**src/rtl/alu_pipe.sv**
```systemverilog
// Two-stage ALU pipeline with valid/ready handshake and a private accumulator.
// S1 registers the operand bundle; S2 computes and registers the result and flags.
module alu_pipe #(
  parameter int WIDTH = 8
) (
  input  logic             clk,
  input  logic             rst,
  input  logic             in_valid,
  output logic             in_ready,
  input  logic [WIDTH-1:0] a,
  input  logic [WIDTH-1:0] b,
  input  logic [2:0]       op,
  output logic             out_valid,
  input  logic             out_ready,
  output logic [WIDTH-1:0] c,
  output logic             carry,
  output logic             zero,
  output logic             neg,
  output logic             ovf
);
  localparam int SHW = $clog2(WIDTH);
  localparam int M   = WIDTH - 1;

  typedef enum logic [2:0] {
    OP_ADD = 3'd0, OP_SUB = 3'd1, OP_AND = 3'd2, OP_OR  = 3'd3,
    OP_XOR = 3'd4, OP_SHL = 3'd5, OP_SHR = 3'd6, OP_ACC = 3'd7
  } op_e;

  logic [2:1]       vld_pipe_q;
  logic [WIDTH-1:0] a_q, b_q, acc_q, c_q;
  op_e              op_q;
  logic             carry_q, zero_q, neg_q, ovf_q;
  logic             en;

  logic [WIDTH-1:0] res_d;
  logic [WIDTH:0]   ext_d;
  logic             carry_d, ovf_d;

  // Single advance enable: the whole pipe (and acc) freezes on output backpressure.
  assign en        = !vld_pipe_q[2] || out_ready;
  assign in_ready  = en;
  assign out_valid = vld_pipe_q[2];
  assign c         = c_q;
  assign carry     = carry_q;
  assign zero      = zero_q;
  assign neg       = neg_q;
  assign ovf       = ovf_q;

  always_comb begin
    res_d   = '0;
    ext_d   = '0;
    carry_d = 1'b0;
    ovf_d   = 1'b0;
    unique case (op_q)
      OP_ADD: begin
        ext_d   = {1'b0, a_q} + {1'b0, b_q};
        res_d   = ext_d[M:0];
        carry_d = ext_d[WIDTH];
        ovf_d   = (a_q[M] == b_q[M]) && (res_d[M] != a_q[M]);
      end
      OP_SUB: begin
        // Borrow falls out of the extended subtraction's top bit.
        ext_d   = {1'b0, a_q} - {1'b0, b_q};
        res_d   = ext_d[M:0];
        carry_d = ext_d[WIDTH];
        ovf_d   = (a_q[M] != b_q[M]) && (res_d[M] != a_q[M]);
      end
      OP_AND: res_d = a_q & b_q;
      OP_OR:  res_d = a_q | b_q;
      OP_XOR: res_d = a_q ^ b_q;
      OP_SHL: res_d = a_q << b_q[SHW-1:0];
      OP_SHR: res_d = a_q >> b_q[SHW-1:0];
      OP_ACC: begin
        ext_d   = {1'b0, acc_q} + {1'b0, a_q};
        res_d   = ext_d[M:0];
        carry_d = ext_d[WIDTH];
        ovf_d   = (acc_q[M] == a_q[M]) && (res_d[M] != acc_q[M]);
      end
      default: res_d = '0;
    endcase
  end

  always_ff @(posedge clk or posedge rst) begin
    if (rst) begin
      vld_pipe_q <= '0;
      a_q        <= '0;
      b_q        <= '0;
      op_q       <= OP_ADD;
      acc_q      <= '0;
      c_q        <= '0;
      carry_q    <= 1'b0;
      zero_q     <= 1'b0;
      neg_q      <= 1'b0;
      ovf_q      <= 1'b0;
    end else if (en) begin
      vld_pipe_q <= {vld_pipe_q[1], in_valid};
      if (in_valid) begin
        a_q  <= a;
        b_q  <= b;
        op_q <= op_e'(op);
      end
      if (vld_pipe_q[1]) begin
        c_q     <= res_d;
        carry_q <= carry_d;
        zero_q  <= (res_d == '0);
        neg_q   <= res_d[M];
        ovf_q   <= ovf_d;
        // acc commits in the same edge the ACC result lands, so a following ACC in S1 sees it.
        if (op_q == OP_ACC) acc_q <= res_d;
      end
    end
  end
endmodule

```
**config.mk**
```make
export PLATFORM = sky130hd
export DESIGN_NAME = alu_pipe
export DESIGN_NICKNAME = d
export VERILOG_FILES = /design/src/rtl/alu_pipe.sv
export SDC_FILE = /design/constraint.sdc
export NUM_CORES = 1
export LEC_CHECK = 0
export BUFFER_PORTS_ARGS = -buffer_cell sky130_fd_sc_hd__buf_4
export CAP_MARGIN = 5
export CELL_PAD_IN_SITES_DETAIL_PLACEMENT = 1
export CELL_PAD_IN_SITES_GLOBAL_PLACEMENT = 1
export CORE_ASPECT_RATIO = 0.9
export CORE_MARGIN = 2
export CORE_UTILIZATION = 46
export DETAILED_ROUTE_END_ITERATION = 7
export PLACE_DENSITY = 0.92
export SYNTH_ARGS = -nofsm -noshare
export SYNTH_HDL_FRONTEND = slang
export SYNTH_SLANG_ARGS = --single-unit
```
**constraint.sdc**
```tcl
create_clock -name clk -period 3.3 [get_ports clk]
set_input_delay 0.33 -clock clk [delete_from_list [all_inputs] [get_ports clk]]
set_output_delay 0.33 -clock clk [all_outputs]
set_load 0.02 [all_outputs]
```
After elaboration in Yosys (flattened, before gate mapping)
Index checks and enable logic that the tools add are counted.

Register bits after elaboration: 41. Latch bits: 0. Memory bits (writable): 0. Memory bits (read-only): 0. Input bits: 23. Output and inout port bits: 14. Logic and storage cells: 44. Memories: 0.

Add/subtract/negate cells: 3. Multiply operators: 0. Div/mod/pow operators: 0. Magnitude comparators: 0. Equality and inequality tests: 13. Shift operators: 2. Multiplexer cells: 3. Bitwise operators: 3. Reductions and logical operators: 10.

Operator list (count): $pmux 8 s8 (1); $add 8x8->9 (2); $eq 3x3->1 const B (4); $sub 8x8->9 (1); $and 8x8->8 (1); $logic_not 8->1 (1); $or 8x8->8 (1); $shl 8x3->8 (1); $shr 8x3->8 (1); $xor 8x8->8 (1); $eq 3x2->1 const B (2); $pmux 1 s3 (2); $ne 1x1->1 (4); $reduce_and 2->1 (2); $eq 3x1->1 const B (1); $logic_and 1x1->1 (3); $logic_not 3->1 (1); $reduce_and 3->1 (1); $eq 1x1->1 (2); $logic_not 1->1 (1); $logic_or 1x1->1 (1).

Longest topological paths before layout
Gate-level depths: netlist of the first run.

Depth in word-level cells: 4. Depth in mapped cells: 11. Depth with buffers taken out: 10.

Worst setup path before layout of the first run
Ideal clock, no wire load.

Kind: reg2reg. Start point: register b_q[0]. End point: register zero_q, in the netlist zero. Setup time: 0.103 ns. Arrival: 2.726 ns. Required time: 3.197 ns. Path slack: 0.471 ns. Stages on the path, launching flop included: 10. Path buffers: 2. Period minus slack after synthesis: 2.829 ns. Cell sequence: dfrtp_1 -> buf_6 -> clkbuf_1 -> inv_1 -> ha_1 -> a32oi_1 -> nand2_1 -> or4_4 -> or4b_1 -> o41ai_2.

Cells in the longest elaborated chain, start to end: 3. Elaborated cells on any way between the ends: 9. Those cells by class: add/sub (2); shift (2); mux (1); bitwise (3); reduce/logical (1).

Ends and longest elaborated chain: start, declared (RTL line 30) `logic [WIDTH-1:0] a_q, b_q, acc_q, c_q;`; start signal, assigned (RTL line 87) `b_q <= '0;`; start signal, assigned (RTL line 99) `b_q <= b;`; $sub 8x8->9 (tied with other cells) (RTL line 63) `ext_d = {1'b0, a_q} - {1'b0, b_q};`; $pmux 8 s8 * (RTL line 54) `unique case (op_q)`; $logic_not 8->1 * (RTL line 105) `zero_q <= (res_d == '0);`; end signal, assigned (RTL line 105); end, declared (RTL line 32) `logic carry_q, zero_q, neg_q, ovf_q;`.

Mark *: on every way between the ends. The rest lies on a longest branch, timed or not. A chain may end at the register's enable or synchronous reset.

Worst setup path in the final report of the first run
Start point: register b_q[2]. End point: register zero_q, in the netlist zero.

Same word-level chain as after synthesis.

==> metrics.yaml, run 1 <==
ys.flop_type: "dfrtp_1"
synth.largest_area_cell: "dfrtp_1"
hold_violations: 0
crit_arrival_ns: 3.28
crit_fanout: 8
synth.area.top_cells: "dfrtp_1 28%, ha_1 11%, mux2_2 8.7%, nand2_1 4.5%, inv_1 3.5%"
cts.path.max_buffers: 2
numCtsBuffers: 5
finalCritPeriodShare_pct: 92.9
dr.max_layer_used: "met4"
clk_latency_ns: 0.31
reg2reg_depth: 9
multi_input_area_um2: 2370
clk_pin_slew_worst_paths_ns: 0.08
groute.usage.overall_pct: 27.7
synth_cell_types: 58
grt_max_degree: 32
seq_area_frac_synth_pct: 27.7
wl_met3_um: 787
n_antenna_cell: 0
ctsRootBufferMaster: "clkbuf_8"
grt_first_pass_wirelength_mm: 18.7
synth_nets: 462
ys_ff_latch: 40
worst_slew_pin_slew_ns: 0.882
startpoint_type: "flop"
postCtsSetupBuffers: 0
nets: 498
yosys_warnings: 0
r2r-start: "b_q[2]"
gp_congestion: 0.986
vias_per_cell: 6.29
initial_core_util_pct: 47.7
reg2reg_setup_slack_ns: 0.23
tns_ns: 0
dr_wl_met2_mm: 5.62
synth_top_area_share_pct: 27.7
coreArea_um2: 7580
fin_skew_ns: 0.00855
area_growth_pct: 14.9
rows: 30
cts_hold_buf: 0
critPathKind: "flop to flop"
rsz0062_at_grt: "no"
crit-reg2reg-capture: "zero"
yosysMostFrequentCell: "nand2_1"
max_freq_mhz: 326
wl_mm: 11.5
drc_errors: 0
cts_tree: "yes"
fillers: 916
end_kind: "flop"
synth_area_um2: 3620
die_y_um: 88.1
maxCapViolCount: 0
port_buffers: 36
drtIter0Drc: 293
drive_above_1_share_pct: 23.2
dieArea_um2: 8590
vdd_drop_max_mv: 0.327
relSlewSlack_pct: 41.1
power_density_nw_per_um2: 726
htree_levels: 2
hp-class: "primary input to async pin"
grt.overflow.total: 0
cp.required_ns: 3.51
met1_length_mm: 4.77
wl_per_cell_um: 21.4
syn_inst: 403
ios: 37
seq_area_um2: 1000
die_w_um: 97.5
grt_antenna_before_repair: 1
final_max_slew_viol_count: 0
fin_crit_ns: 3.07
dr_total_vias: 3372
synthArstFlopShare_pct: 100
synth_edf_count: 0
leakage_nw: 1.90
finalSetupViolCount: 0
grt_pass1_vias: 3580
synth.top_cells.by_count: "43 x nand2_1, 40 x dfrtp_1, 34 x inv_1"
cts_resized: 0
ant_nets: 0
dr.pass1.iters: 5
postSynthAreaPerCell_um2: 8.98
total_power_mw: 3.02
cts.sinks: 40
place_hpwl_mm: 8.95
status: "finished, final reports clean"
-- worst max path at each step --
stage,depth (start not counted),end,from
6_report,9,zero,b_q[2]
5_1_grt,11,zero,a_q[0]
4_1_cts,11,zero,a_q[0]
3_5_place_dp,11,zero,a_q[0]
3_3_place_gp,11,zero,a_q[0]
2_1_floorplan,9,zero,b_q[0]
-- worst max-delay path, stage by stage (launching register included) --
cell	delay (ns)
dfrtp_1	0.37
inv_1	0.08
ha_1	0.42
a21oi_1	0.38
a21oi_1	0.15
a211o_1	0.30
a22oi_1	0.22
and4_1	0.31
or4b_1	0.47
o41ai_2	0.27
-- placed cells by master (no fill, tap or decap), types with 3 or more instances in the layout --
cell type | netlist | layout
or2_2 | 3 | 3
a22oi_1 | 3 | 3
a21oi_1 | 19 | 19
dfrtp_1 | 40 | 40
clkbuf_8 | 0 | 5
mux2_2 | 28 | 28
xnor2_1 | 6 | 6
nand2b_1 | 8 | 8
buf_4 | 2 | 55
nand4_1 | 4 | 4
mux4_2 | 5 | 5
nor2_1 | 18 | 18
inv_1 | 34 | 34
o22ai_1 | 6 | 6
nand2_1 | 43 | 43
o21bai_1 | 4 | 4
a211oi_1 | 9 | 9
mux2i_1 | 7 | 7
nand3_1 | 8 | 8
ha_1 | 33 | 33
fa_1 | 3 | 3
o21ai_0 | 22 | 22
a32oi_1 | 3 | 3
mux4_1 | 3 | 3
o31a_1 | 3 | 3
xor2_1 | 3 | 3
o211ai_1 | 8 | 8
nand3b_1 | 5 | 5
nor2b_1 | 7 | 7
nor3_1 | 8 | 8
-- per-stage QoR --
stage               cell area [um2]  instances  hold WS, ns  setup slack, ns  utilization (%)
detailed placement             4050        528        0.476            0.304             53.4
finish                         4160        536        0.212            0.234             54.8
floorplan                      3620        403        0.451            0.471                -
global placement               4050        528        0.463            0.461             53.4
CTS                            4160        536        0.247            0.283             54.8
global route                   4160        536        0.251           0.0401             54.8
-- metal layers --
| metal | up-vias | global-route usage, % |
|---|---|---|
| met1 | 1653 | 35.4 |
| met3 | 32 | 4.79 |
| met4 | 0 | 9.09 |
| met2 | 160 | 48.5 |
| met5 | - | 0 |
| li1 | 1527 | - |
-- cell families after synthesis --
kind of cell	share of synthesized area, %
AO/OA/AOI/OAI	18.0
XOR/XNOR	2.18
adder cells (fa/ha/maj)	13.1
buffers and inverters	6.88
flip-flops	27.7
multiplexers	15.9
AND/OR/NAND/NOR	16.3
-- power breakdown --
part	leakage (nW)	switching (mW)	total [mW]	internal, mW
Clock	0.0552	0.193	0.418	0.225
Sequential	0.482	0.139	0.777	0.638
Combinational	1.36	1.05	1.82	0.774
-- state kept, by name, summed over array words and instances (netlist names) --
| name | cells |
|---|---|
| ovf | 1 |
| zero | 1 |
| b_q | 8 |
| carry | 1 |
| c | 8 |
| op_q | 3 |
| acc_q | 8 |
| vld_pipe_q | 2 |
| a_q | 8 |
-- final cells by class --
cell class | count | area share (%)
Multi-Input combinational cell | 302 | 57.0
Sequential cell | 40 | 24.1
Timing Repair Buffer | 56 | 10.4
Inverter | 34 | 3.07
Tap cell | 96 | 2.89
Clock buffer | 6 | 1.75
Clock inverter | 2 | 0.843
No activity file was read; power rests on OpenSTA's default activity.
==> run 2, diff against run 1 <==
- ABC_AREA: unset -> 1
- CORE_UTILIZATION: 46 -> 43
- PLACE_DENSITY: 0.92 -> unset
- PLACE_DENSITY_LB_ADDON: unset -> 0.1
==> run 2 against run 1 <==
Against the previous run:
- largest power group unchanged
- die area grew 9.1%
- via count grew 15%
- highest routed layer unchanged
- critical path type unchanged
- maximum frequency grew 14%
==> metrics.yaml, run 2 <==
status: "finished, final reports clean"
leakage_nw: 2.23
drive_above_1_share_pct: 11.3
fin_skew_ns: 0.00614
ant_nets: 0
critPathKind: "flop to flop"
worst_slack_ns: 0.615
reg2reg_depth: 14
power_density_nw_per_um2: 673
grt.overflow.total: 0
ios: 37
grt_pass1_vias: 3857
dr_total_vias: 3889
finalSetupViolCount: 0
dp_slack_ns: 0.700
cp.buffers_inverters: 2
cts_resized: 0
place_hpwl_mm: 10.1
die_y_um: 92.1
yosys_warnings: 0
n_antenna_cell: 0
r2r-start: "b_q[1]"
drtIter0Drc: 172
synth.largest_area_cell: "dfrtp_1"
grt_first_pass_wirelength_mm: 20.0
max_freq_mhz: 372
postCtsSetupBuffers: 0
synth_area_um2: 3700
syn_inst: 574
cp.required_ns: 3.54
drc_errors: 0
dr.pass1.iters: 4
dieArea_um2: 9380
vias_per_cell: 5.39
postSynthAreaPerCell_um2: 6.45
ys.flop_type: "dfrtp_1"
synth.top_cells.by_count: "162 x nand2_1, 92 x nand3_1, 69 x inv_1"
groute.usage.overall_pct: 27.8
cts_hold_buf: 0
crit_arrival_ns: 2.92
cts.sinks: 40
wl_mm: 12.5
clk_latency_ns: 0.30
synth_cell_types: 33
nets: 662
gp_congestion: 0.919
relSlewSlack_pct: 44.7
rows: 32
final_cell_mix: "162 x nand2_1, 92 x nand3_1, 69 x inv_1, 57 x nor2_1, 40 x dfrtp_1"
max_stage_delay_ns: 0.77
cp_cell_sequence: "inv_2, ha_1, nand2_1, inv_1, nand2_1, nand3_1, nand2_1, nand2_1, nand2_1, nand3_1, nand3_1, nor2_1, nand3_1, nand2_1"
synth_top_area_share_pct: 27.0
grt_antenna_before_repair: 0
finalCritPeriodShare_pct: 81.4
cts_tree: "yes"
reg2reg_setup_slack_ns: 0.62
initial_core_util_pct: 43.6
die_w_um: 102
path_delay_family: "simple AND/OR/NAND/NOR gates"
synth.area.top_cells: "dfrtp_1 27%, nand2_1 16%, nand3_1 12%, ha_1 11%, inv_1 7.0%"
final_common_cell: "nand2_1"
coreArea_um2: 8490
final_cell_area_um2: 4130
place_area_um2: 4050
crit_fanout: 19
final_max_slew_viol_count: 0
total_power_mw: 2.77
wl_per_cell_um: 17.3
worst_slew_pin_slew_ns: 0.829
area_growth_pct: 11.3
tns_ns: 0
crit_start: "b_q[1]"
port_buffers: 36
ys_ff_latch: 40
htree_levels: 2
hp-class: "primary input to async pin"
grt_max_degree: 35
seq_area_frac_synth_pct: 27.0
cp_common_cell: "nand2_1"
startpoint_type: "flop"
ctsRootBufferMaster: "clkbuf_8"
fin_crit_ns: 2.68
rsz0062_at_grt: "no"
numCtsBuffers: 5
crit-reg2reg-capture: "zero"
yosysMostFrequentCell: "nand2_1"
synth_nets: 633
maxCapViolCount: 0
end_kind: "flop"
vdd_drop_max_mv: 0.211
clk_pin_slew_worst_paths_ns: 0.08
cts.path.max_buffers: 2
slowest_stage: "dfrtp_1"
synth_edf_count: 0
synthArstFlopShare_pct: 100
hold_violations: 0
-- run 2: cell types whose count changed in the layout (fill, tap and decap cells not counted), sizes merged, moves of 8 or more --
| cell | change |
|---|---|
| o21ai | -10 |
| a211oi | -9 |
| mux2 | -28 |
| nand2 | +122 |
| nand3 | +84 |
| nor2 | +46 |
| o211ai | -8 |
| inv | +43 |
| mux4 | -8 |
| nand4 | +11 |
| buf | -17 |
| a21oi | +16 |
| nand2b | -8 |
-- run 2: routing by layer --
layer / part of all wire (%) / up-vias / GRT usage (%) / wire, um
met5: 0 / - / 0 / 0
met4: 2.3 / 0 / 7.11 / 283
met3: 4.3 / 21 / 3.13 / 538
met2: 46 / 95 / 45.1 / 5800
met1: 47 / 1880 / 39.2 / 5890
li1: - / 1893 / - / -
-- run 2: cell families after synthesis --
| family | after synthesis | share of synthesized area [%] |
|---|---|---|
| DFF | 40 | 27.0 |
| buffers and inverters | 96 | 10.7 |
| and+or+nand+nor | 347 | 41.4 |
| xor gates and xnor gates | 4 | 0.946 |
| adders and majority gates | 36 | 12.8 |
| AOI/OAI and AO/OA | 51 | 7.23 |
-- run 2: report_power, final --
part / leakage, nW / switching (mW) / internal [mW]
Combinational: 1.72 / 1.09 / 0.570
Sequential: 0.473 / 0.158 / 0.630
Clock: 0.0410 / 0.187 / 0.144
Total: 2.23 / 1.43 / 1.34
-- run 2: per-stage QoR --
stage | cells | hold WS (ns) | util, %
floorplan | 574 | 0.442 | -
global placement | 715 | 0.451 | 47.7
detailed placement | 715 | 0.464 | 47.7
CTS | 722 | 0.221 | 48.6
global route | 722 | 0.251 | 48.6
finish | 722 | 0.191 | 48.6
-- run 2: worst register-to-register path, stage by stage, from the launching register on --
cell,delay [ns]
dfrtp_1,0.77
inv_2,0.34
ha_1,0.44
nand2_1,0.07
inv_1,0.09
nand2_1,0.05
nand3_1,0.12
nand2_1,0.09
nand2_1,0.10
nand2_1,0.06
nand3_1,0.09
nand3_1,0.13
nor2_1,0.13
nand3_1,0.09
nand2_1,0.05
-- run 2: final cells by class --
type | instances | area (um2)
fill | 1200 | 4360
multi-input combinational | 438 | 2310
sequential | 40 | 1000
inverter | 79 | 297
timing repair buffer | 39 | 293
tap | 119 | 149
clock buffer | 6 | 72.6
clock inverter | 1 | 5.00
-- run 2: how the worst max path moves through the flow --
stage	slack [ns]	to	cells past startpoint
after floorplan	1.35	zero	14
after global placement	0.73	zero	11
after detailed placement	0.70	zero	14
after CTS	0.67	zero	14
after global routing	0.43	zero	14
final	0.62	zero	14
